===== src/rtl/instr_fetch_sequencer_if.sv =====
// Connects the fetch sequencer to the program ROM and the execute stage.
// It carries the ROM read port, the instruction issue handshake and the PC redirect.
interface instr_fetch_sequencer_if #(
   parameter int ROM_ADDR_W = 8
);
   logic [ROM_ADDR_W-1:0] rom_address;
   logic [7:0]            data_from_rom;
   logic [31:0]           instruction_out;
   logic                  instr_valid;
   logic                  instr_ready;
   logic                  redirect_valid;
   logic [ROM_ADDR_W-1:0] redirect_pc;

   // The master is the sequencer. The slave is the ROM and execute side.
   modport master (
      output rom_address,
      output instruction_out,
      output instr_valid,
      input  data_from_rom,
      input  instr_ready,
      input  redirect_valid,
      input  redirect_pc
   );

   modport slave (
      input  rom_address,
      input  instruction_out,
      input  instr_valid,
      output data_from_rom,
      output instr_ready,
      output redirect_valid,
      output redirect_pc
   );
endinterface


===== src/rtl/instr_fetch_sequencer.sv =====
// Reads four ROM bytes for each instruction and assembles them into a 32-bit word.
// It issues the word over valid/ready and stops on the HALT opcode.
module instr_fetch_sequencer #(
   parameter int                    ROM_ADDR_W  = 8,
   parameter int                    ROM_LATENCY = 1,
   parameter logic [7:0]            HALT_OPCODE = 8'hFF,
   parameter logic [ROM_ADDR_W-1:0] PC_RESET    = '0
) (
   input  logic                      clk,
   input  logic                      reset,
   input  logic                      start,
   instr_fetch_sequencer_if.master   bus,
   output logic [ROM_ADDR_W-1:0]     pc,
   output logic                      busy,
   output logic                      halted
);

   localparam int LAT_W = $clog2(ROM_LATENCY + 1);

   typedef enum logic [1:0] {IDLE, FETCH, ISSUE, HALTED} state_t;

   state_t                state;
   state_t                state_next;
   logic [ROM_ADDR_W-1:0] pc_next;
   logic [ROM_ADDR_W-1:0] rom_addr;
   logic [ROM_ADDR_W-1:0] rom_addr_next;
   logic [31:0]           instr_word;
   logic [31:0]           instr_word_next;
   logic [23:0]           partial;
   logic [23:0]           partial_next;
   logic [1:0]            byte_cnt;
   logic [1:0]            byte_cnt_next;
   logic [LAT_W-1:0]      wait_cnt;
   logic [LAT_W-1:0]      wait_cnt_next;

   always_ff @(posedge clk or negedge reset) begin
      if (!reset) begin
         state      <= IDLE;
         pc         <= PC_RESET;
         rom_addr   <= PC_RESET;
         instr_word <= '0;
         partial    <= '0;
         byte_cnt   <= '0;
         wait_cnt   <= '0;
      end else begin
         state      <= state_next;
         pc         <= pc_next;
         rom_addr   <= rom_addr_next;
         instr_word <= instr_word_next;
         partial    <= partial_next;
         byte_cnt   <= byte_cnt_next;
         wait_cnt   <= wait_cnt_next;
      end
   end

   // Earlier bytes shift left through the partial register, so byte0 ends up in the opcode slot.
   // A redirect leaves stale bytes behind. Exactly three shifts happen before the word is used, so they are pushed out.
   always_comb begin
      state_next      = state;
      pc_next         = pc;
      rom_addr_next   = rom_addr;
      instr_word_next = instr_word;
      partial_next    = partial;
      byte_cnt_next   = byte_cnt;
      wait_cnt_next   = wait_cnt;

      unique case (state)
         IDLE, HALTED: begin
            if (start) begin
               state_next    = FETCH;
               pc_next       = PC_RESET;
               rom_addr_next = PC_RESET;
               byte_cnt_next = '0;
               wait_cnt_next = '0;
            end
         end
         FETCH: begin
            if (bus.redirect_valid) begin
               state_next    = FETCH;
               pc_next       = bus.redirect_pc;
               rom_addr_next = bus.redirect_pc;
               byte_cnt_next = '0;
               wait_cnt_next = '0;
            end else if (wait_cnt == LAT_W'(ROM_LATENCY)) begin
               wait_cnt_next = '0;
               byte_cnt_next = byte_cnt + 2'd1;
               rom_addr_next = rom_addr + ROM_ADDR_W'(1);
               if (byte_cnt == 2'd3) begin
                  if (partial[23:16] == HALT_OPCODE) begin
                     state_next = HALTED;
                  end else begin
                     state_next      = ISSUE;
                     instr_word_next = {partial, bus.data_from_rom};
                  end
               end else begin
                  partial_next = {partial[15:0], bus.data_from_rom};
               end
            end else begin
               wait_cnt_next = wait_cnt + LAT_W'(1);
            end
         end
         ISSUE: begin
            // When a redirect arrives in the same cycle as a handshake, the handshake still completes.
            // The next PC comes from the redirect.
            if (bus.redirect_valid) begin
               state_next    = FETCH;
               pc_next       = bus.redirect_pc;
               rom_addr_next = bus.redirect_pc;
               byte_cnt_next = '0;
               wait_cnt_next = '0;
            end else if (bus.instr_ready) begin
               state_next    = FETCH;
               pc_next       = pc + ROM_ADDR_W'(4);
               rom_addr_next = pc + ROM_ADDR_W'(4);
               byte_cnt_next = '0;
               wait_cnt_next = '0;
            end
         end
      endcase
   end

   assign bus.rom_address     = rom_addr;
   assign bus.instruction_out = instr_word;
   assign bus.instr_valid     = (state == ISSUE);
   assign busy                = (state == FETCH) || (state == ISSUE);
   assign halted              = (state == HALTED);

endmodule


===== src/flat_wrapper.sv =====
// flat-port wrapper written by rule: the top's interface ports become plain ports
module instr_fetch_sequencer_flat 
#(
   parameter int                    ROM_ADDR_W  = 8,
   parameter int                    ROM_LATENCY = 1,
   parameter logic [7:0]            HALT_OPCODE = 8'hFF,
   parameter logic [ROM_ADDR_W-1:0] PC_RESET    = '0
)
  (clk, reset, start, pc, busy, halted, bus_rom_address, bus_instruction_out, bus_instr_valid, bus_data_from_rom, bus_instr_ready, bus_redirect_valid, bus_redirect_pc);
  instr_fetch_sequencer_if #(.ROM_ADDR_W(ROM_ADDR_W)) bus_i ();
  input  logic clk;
  input  logic reset;
  input  logic start;
  output logic [ROM_ADDR_W-1:0] pc;
  output logic busy;
  output logic halted;
  output wire logic [$bits(bus_i.rom_address)-1:0] bus_rom_address;
  output wire logic [$bits(bus_i.instruction_out)-1:0] bus_instruction_out;
  output wire logic [$bits(bus_i.instr_valid)-1:0] bus_instr_valid;
  input wire logic [$bits(bus_i.data_from_rom)-1:0] bus_data_from_rom;
  input wire logic [$bits(bus_i.instr_ready)-1:0] bus_instr_ready;
  input wire logic [$bits(bus_i.redirect_valid)-1:0] bus_redirect_valid;
  input wire logic [$bits(bus_i.redirect_pc)-1:0] bus_redirect_pc;
  assign bus_rom_address = bus_i.rom_address;
  assign bus_instruction_out = bus_i.instruction_out;
  assign bus_instr_valid = bus_i.instr_valid;
  assign bus_i.data_from_rom = bus_data_from_rom;
  assign bus_i.instr_ready = bus_instr_ready;
  assign bus_i.redirect_valid = bus_redirect_valid;
  assign bus_i.redirect_pc = bus_redirect_pc;
  instr_fetch_sequencer #(.ROM_ADDR_W(ROM_ADDR_W), .ROM_LATENCY(ROM_LATENCY), .HALT_OPCODE(HALT_OPCODE), .PC_RESET(PC_RESET)) u_core (.clk(clk), .reset(reset), .start(start), .bus(bus_i), .pc(pc), .busy(busy), .halted(halted));
endmodule

===== config.mk =====
export PLATFORM = sky130hd
export DESIGN_NAME = instr_fetch_sequencer_flat
export DESIGN_NICKNAME = d
export VERILOG_FILES = /design/src/rtl/instr_fetch_sequencer_if.sv /design/src/rtl/instr_fetch_sequencer.sv /design/src/flat_wrapper.sv
export SDC_FILE = /design/constraint.sdc
export NUM_CORES = 1
export LEC_CHECK = 0
export ABC_AREA = 1
export BUFFER_PORTS_ARGS = -buffer_cell sky130_fd_sc_hd__buf_2
export CORE_ASPECT_RATIO = 0.8
export CORE_MARGIN = 2
export CORE_UTILIZATION = 40
export DETAILED_ROUTE_END_ITERATION = 6
export GPL_TIMING_DRIVEN = 0
export PLACE_DENSITY = 0.57
export SYNTH_ARGS = -nofsm -noshare
export SYNTH_HDL_FRONTEND = slang
export SYNTH_SLANG_ARGS = --single-unit

===== constraint.sdc =====
create_clock -name clk -period 1.9 [get_ports clk]
set_input_delay 0.38 -clock clk [delete_from_list [all_inputs] [get_ports clk]]
set_output_delay 0.38 -clock clk [all_outputs]
set_load 0.01 [all_outputs]

Word level (Yosys, flattened, before mapping)
Cells that the tools add are included.
- add/sub/neg operators: 4
- equality and inequality tests: 10
- muxes and demuxes: 28
- bitwise logic cells: 3
- reduce and logical (&&, ||, !) cells: 9
- operator list (cell ; number):
    $mux 8 ; 6
    $pmux 8 s3 ; 2
    $mux 2 ; 11
    $pmux 2 s3 ; 2
    $add 8x1->8 const B ; 1
    $add 8x3->8 const B ; 1
    $eq 8x8->1 const B ; 1
    $reduce_and 4->1 ; 2
    $eq 2x2->1 const B ; 3
    $mux 1 ; 6
    $ne 3x2->1 const B ; 2
    $reduce_and 3->1 ; 2
    $reduce_and 5->1 ; 1
    $ne 2x2->1 const B ; 2
    $ne 3x1->1 const B ; 1
    $not 1->1 ; 3
    $pmux 1 s3 ; 1
    $add 2x1->2 const B ; 1
    $eq 2x1->1 const B ; 1
    $logic_not 2->1 ; 1
    $reduce_and 2->1 ; 1
    $reduce_or 2->1 ; 1
    $add 1x1->1 const B ; 1
    $logic_or 1x1->1 ; 1
- register bits after elaboration: 77
- input bits: 21
- output and inout bits: 51
- logic and storage cells: 61

Longest topological paths before layout
Gate-level depths: netlist of run 1.
- depth after elaboration: 6
- gate-level depth with buffers: 11
- gate-level depth less buffers: 10

Worst setup path before layout of run 1
No wires, ideal clock.
- path kind: reg-to-reg
- start point: register u_core.state[1]
- end point: register u_core.partial[18]
- library setup time: 0.121 ns
- data arrival time: 1.450 ns
- slack: 0.330 ns
- stages on the path, launching flop included: 12
- path buffers: 2
- clock period less this slack: 1.570 ns
- cell sequence: dfrtp_1 > inv_1 > ha_1 > inv_2 > nor2_8 > inv_4 > nor2_4 > nand2_2 > buf_6 > buf_6 > nand2_1 > o21ai_1
- longest elaborated chain between the ends: 2
- RTL lines (item ; line ; RTL):
    from (decl) ; instr_fetch_sequencer.sv:22 ; state_t state;
    from (signal assigned) ; instr_fetch_sequencer.sv:46 ; state <= state_next;
    $eq 2x1->1 ; instr_fetch_sequencer.sv:67 ; unique case (state)
    $reduce_and 4->1 (no line) ; -- ;
    to (signal assigned) ; instr_fetch_sequencer.sv:50 ; partial <= partial_next;
    to (decl) ; instr_fetch_sequencer.sv:29 ; logic [23:0] partial;
No other way between the ends.
A chain may end at the register's enable or synchronous reset.

Final worst setup path of run 1
- start point: register u_core.state[0]
- end point: output port busy
- longest elaborated chain between the ends: 2
- RTL lines (item ; line ; RTL):
    $eq 2x1->1 / $eq 2x2->1 (equally long branches) ; instr_fetch_sequencer.sv:125 ; assign busy = (state == FETCH) || (state == ISSUE);
    $logic_or 1x1->1 (*) ; instr_fetch_sequencer.sv:125 ;
    to (decl) ; flat_wrapper.sv:15 ; output logic busy;
Every way passes the cells marked *; elsewhere a longest branch is shown, timed or not.

==> results of run 1 <==
[stage by stage]
step	cell area (µm²)	TNS (ps)	hold slack (ps)	worst slack (ps)
after global routing	4464	-1.047	18.54	-1.047
after detailed placement	4134	-8.745	360.2	-8.745
final	4464	0	-1.451	117.6
after floorplan	3613	0	84.41	329.8
after CTS	4457	0	10.25	30.76
after global placement	4104	-10400	462.1	-139.6
[state kept, by name, indices dropped and copies added (netlist names)]
signal,flops
u_core.wait_cnt,1
u_core.byte_cnt,2
u_core.bus.instruction_out,32
u_core.partial,24
u_core.pc,8
u_core.state,2
u_core.bus.rom_address,8
[metal layers]
metal / track usage / share of wire / vias to the layer above
met5: 0 / 0 / -
met4: 0.04091 / 0.0069 / 0
met3: 0.04155 / 0.045 / 6
met2: 0.2750 / 0.41 / 80
met1: 0.3151 / 0.54 / 1405
li1: - / - / 1560
[report_power, final]
part           leakage, nW  internal, W  switching [W]  total, W
combinational         1.20     0.000741        0.00133   0.00207
clock                0.159      0.00119       0.000652   0.00184
sequential            1.04      0.00209       0.000383   0.00247
[worst max-delay path: cells and delay by family, from the launching register on]
| kind | cells | cell delay (ps) |
|---|---|---|
| buffers and inverters | 3 | 360 |
| DFF | 1 | 380 |
| adders and majority gates | 1 | 340 |
[cells in the mapped netlist, types with 2 or more instances]
| master | count |
|---|---|
| o21ai_1 | 26 |
| nor3_1 | 2 |
| nand3_1 | 16 |
| buf_6 | 5 |
| buf_2 | 6 |
| o21ai_0 | 48 |
| a21oi_1 | 10 |
| nor2_1 | 20 |
| inv_1 | 60 |
| o21ai_2 | 5 |
| dfrtp_1 | 77 |
| inv_2 | 2 |
| nand2_1 | 141 |
| clkbuf_1 | 4 |
| ha_1 | 6 |
| nor2_2 | 2 |
[cell families (layout without fill, tap and decap cells)]
family	count (synthesis)	after routing	synth area share
flops	77	77	0.5332
compound gates	92	92	0.1344
xor+xnor	1	1	0.002424
fa+ha+maj	6	6	0.02078
buf+inv	79	165	0.09557
simple gates	186	186	0.2136
[final timing paths]
kind	startpoint	end	slack (ps)	depth (start not counted)
min in group clk	bus_data_from_rom[3]	u_core.partial[3]	310	3
max in group asynchronous	reset	u_core.bus.rom_address[6]	1340	2
max reg2reg	u_core.state[1]	u_core.partial[19]	160	11
min	reset	u_core.bus.instruction_out[3]	-1	1
min reg2reg	u_core.bus.instruction_out[20]	u_core.bus.instruction_out[20]	480	2
max	u_core.state[0]	busy	120	4
[cell type report]
cell class              instances  area [µm²]
fillers                       853        4169
clock buffers                  10       239.0
plain buffers                  16       110.1
multi-input cells             285        1346
clock inverters                 5       82.58
inverters                      63       239.0
well taps                     112       140.1
repair buffers                 71       380.4
flip-flops and latches         77        1927
[timing repair]
item | CTS | global route
gates resized for setup | 1 | 6
endpoints found under the setup margin | 1 | 41
hold endpoints to repair | 0 | 0
cloned | 0 | 0
==> run metrics, run 1 <==
Yosys warning total 0; drt wl/cell 13.85 µm; layout cells sized above 1 0.2220; die height 89.01 µm; most frequent cells in the layout nand2_1, dfrtp_1, buf_2; I/O pins 72; H-tree depth 3; # rows 30; Clock Root Buffer clkbuf_16; antenna violations before repair 0; Final Cycle Share 0.9381; Leak 2.392 nW; core area 8633 µm²; Synth area leaders dfrtp_1, nand2_1, o21ai_0; Setup violations, final 0; number of DRC markers in iteration 0 155; VDD IR max 0.5249 mV; final WL 8852 µm; critical path's slowest cell dfrtp_1; initial cell density of the core 0.4186; Via density 4.775; Main synth FF type dfrtp_1; post-synth top area share 0.5332; CTS tree built; Synth cell types 27; Total Routing Usage GR 0.1978; hold-fix buffer count after cts 0; Final Hold Fails 1; P&R area growth vs syn 23.55%; final-stage net count 550; CTS buffer count 9; Synth area leader dfrtp_1; routed via count 3051; CTS max path bufs 2; Post-DRT Antenna Nets 0; non-filler instance count after layout 639; PortBufs 70; largest net degree at the start of global routing 46; Final GP Congestion 0.8367; Ant. Diodes 0; clk slew on worst S/H paths 60 ps; vias in the first global route 2836; flops & latches, synth 77; FFs w/ async S/R, synth 1.000; failing checks hold timing; Die X 110.3 µm; first-pass GRT wire length 14580 µm; Max stage delay on crit path 380 ps; Rel. slew slack 0.7104; GRT overflow 0; placed cell count 624; Slew Viols, Final 0; status finished, violations left; CTS sink cnt 77; crit path DAT 1400 ps; DRT Pass-1 Iters 4; worst setup path category reg2out; Clock Skews 4.988 ps; crit start category register; post-CTS setup buffers 0; Power, Total 0.006382 W; syn_area_per_cell 8.194 µm²; critical path peak fanout 3; DRC violations left 0; Slew @ Worst Pin 434.4 ps; commonest non-fill, non-tap cell in the layout nand2_1; pwr/cell area 1430 nW/µm²; Syn Inst Count 441; Syn Nets 468; detailed placement HPWL 6571 µm; Netlist Area Pre-Place 3613 µm²; Post-synth EDFFs 0; Cell Chain, Critical Path inv_1 -> ha_1 -> inv_1 -> buf_2; worst hold slack -1.451 ps; shortest period the worst path allows 1782 ps; Util after Layout 0.5171; Hold/Removal Path Class in2async; RSZ-0062 raised after global routing yes; Max Clk Rate 561.0 MHz; Max-Cap Viols 0; CP required 1520 ps; CP dominant cell by count inv_1; die area 9815 µm²; later-pin clock latency in the skew report 320 ps; type of destination of the critical path primary output; sequential-to-total area share from yosys stat 0.5332
(Power assumes the default switching activity.)
==> run 2, diff against run 1 <==
--- a/config.mk
+++ b/config.mk
@@ -9,10 +9,10 @@
 export BUFFER_PORTS_ARGS = -buffer_cell sky130_fd_sc_hd__buf_2
 export CORE_ASPECT_RATIO = 0.8
 export CORE_MARGIN = 2
-export CORE_UTILIZATION = 40
+export CORE_UTILIZATION = 55
 export DETAILED_ROUTE_END_ITERATION = 6
 export GPL_TIMING_DRIVEN = 0
-export PLACE_DENSITY = 0.57
+export PLACE_DENSITY = 0.76
 export SYNTH_ARGS = -nofsm -noshare
 export SYNTH_HDL_FRONTEND = slang
 export SYNTH_SLANG_ARGS = --single-unit
==> run 2 against run 1 <==
Compared with the run above:
- the flow now finishes without violations
- sequential share of layout area up 1.3 points
- clock skew up 4.4 ps
- cell count down 4.2%
- combinational power up 2%
- flip-flop and latch count unchanged
- highest routed layer unchanged
- routed wire length down 4.7%
==> run metrics, run 2 (synthesis gave the netlist of run 1 again) <==
CTS sink cnt 77; routed via count 3078; crit path launch u_core.state[0]; PortBufs 70; Clock Root Buffer clkbuf_8; clk slew on worst S/H paths 70 ps; DRC violations left 0; pwr/cell area 1359 nW/µm²; placed cell area 4099 µm²; H-tree depth 3; Ant. Diodes 0; shortest period the worst path allows 1796 ps; Hold/Removal Path Class in2reg; I/O pins 72; CTS max path bufs 2; crit path DAT 1420 ps; Worst Hold Launch bus_data_from_rom[4]; die area 7238 µm²; worst hold slack 281.0 ps; status finished clean; Leak 2.335 nW; Slew Viols, Final 0; Die X 94.62 µm; die height 76.50 µm; number of DRC markers in iteration 0 208; non-filler instance count after layout 612; commonest non-fill, non-tap cell in the layout nand2_1; type of destination of the critical path primary output; CTS tree built; later-pin clock latency in the skew report 350 ps; # rows 26; most frequent cells in the layout nand2_1, buf_2, dfrtp_1; Total Routing Usage GR 0.2565; initial cell density of the core 0.5667; Final Cycle Share 0.9452; worst r2r src u_core.state[0]; crit start category register; first-pass GRT wire length 14500 µm; antenna violations before repair 0; Via density 5.029; Max Clk Rate 556.9 MHz; Setup violations, final 0; critical path peak fanout 3; Slew @ Worst Pin 391.0 ps; detailed placement HPWL 6081 µm; final-stage net count 551; drt wl/cell 13.78 µm; core area 6376 µm²; Max-Cap Viols 0; CTS buffer count 9; layout cells sized above 1 0.2178; Final GP Congestion 0.9010; Final Hold Fails 0; design area 4329 µm²; number of flip-flops in the largest register 32; RSZ-0062 raised after global routing no; largest net degree at the start of global routing 67; vias in the first global route 2948; Clock Skews 9.353 ps; GRT overflow 0; Rel. slew slack 0.7393; placed cell count 596; # fillers 566; CP required 1520 ps; DRT Pass-1 Iters 5; P&R area growth vs syn 19.81%; worst setup path category reg2out; VDD IR max 0.6785 mV; Post-DRT Antenna Nets 0; final WL 8434 µm
[run 2: worst max-delay path, stage by stage (launching register included)]
cell and delay (ps):
dfrtp_1 410, inv_1 100, ha_2 290, inv_1 120, buf_2 150
[run 2: worst paths after layout]
check / cells past startpoint / slack [ps] / to
max: 4 / 100 / busy
min: 3 / 280 / u_core.partial[4]
max reg2reg: 9 / 120 / u_core.bus.rom_address[0]
min reg2reg: 2 / 480 / u_core.bus.instruction_out[14]
max in group asynchronous: 3 / 940 / u_core.partial[22]
min in group asynchronous: 2 / 420 / u_core.bus.instruction_out[2]
[run 2: routing by layer]
metal  global-route usage  wire, µm  up-vias  share of wire
li1                     -         -     1556              -
met1               0.3926      4150     1422           0.49
met2               0.3624      3640       92           0.43
met3              0.07715       561        8          0.067
met4              0.05217        81        0         0.0096
met5                    0         0        -              0
[run 2: cell type report]
type                       instances  area [µm²]  area share
inverter                          63       239.0     0.05520
sequential                        77        1927      0.4451
multi-input combinational        285        1354      0.3127
clock buffer                      11       131.4     0.03035
clock inverter                     4       73.82     0.01705
buffer                            16       108.9     0.02514
timing repair buffer              72       390.4     0.09017
tap                               84       105.1     0.02428
[run 2: power breakdown]
part           internal [W]  switching [W]  total (W)
Sequential          0.00209       0.000391    0.00248
Combinational      0.000755        0.00135    0.00211
Clock              0.000734       0.000565    0.00130
Total               0.00358        0.00231    0.00588
[run 2: per-stage QoR]
step,worst slack (ps),power [W],setup TNS [ps],util
2_1_floorplan,329.8,0.003832,0,-
3_3_place_gp,-31.98,0.004457,-2147,0.6381
3_5_place_dp,54.85,0.004531,0,0.6429
4_1_cts,47.21,0.005853,0,0.6766
5_1_grt,4.089,0.006345,0,0.6790
6_report,104.2,0.005883,0,0.6790
[run 2: what timing repair did]
action | in CTS | in global routing
buffers inserted | 0 | 0
hold endpoints to repair | 11 | 0
setup endpoints to repair | 0 | 37
hold buffers | 1 | 0
resized for setup | 0 | 10
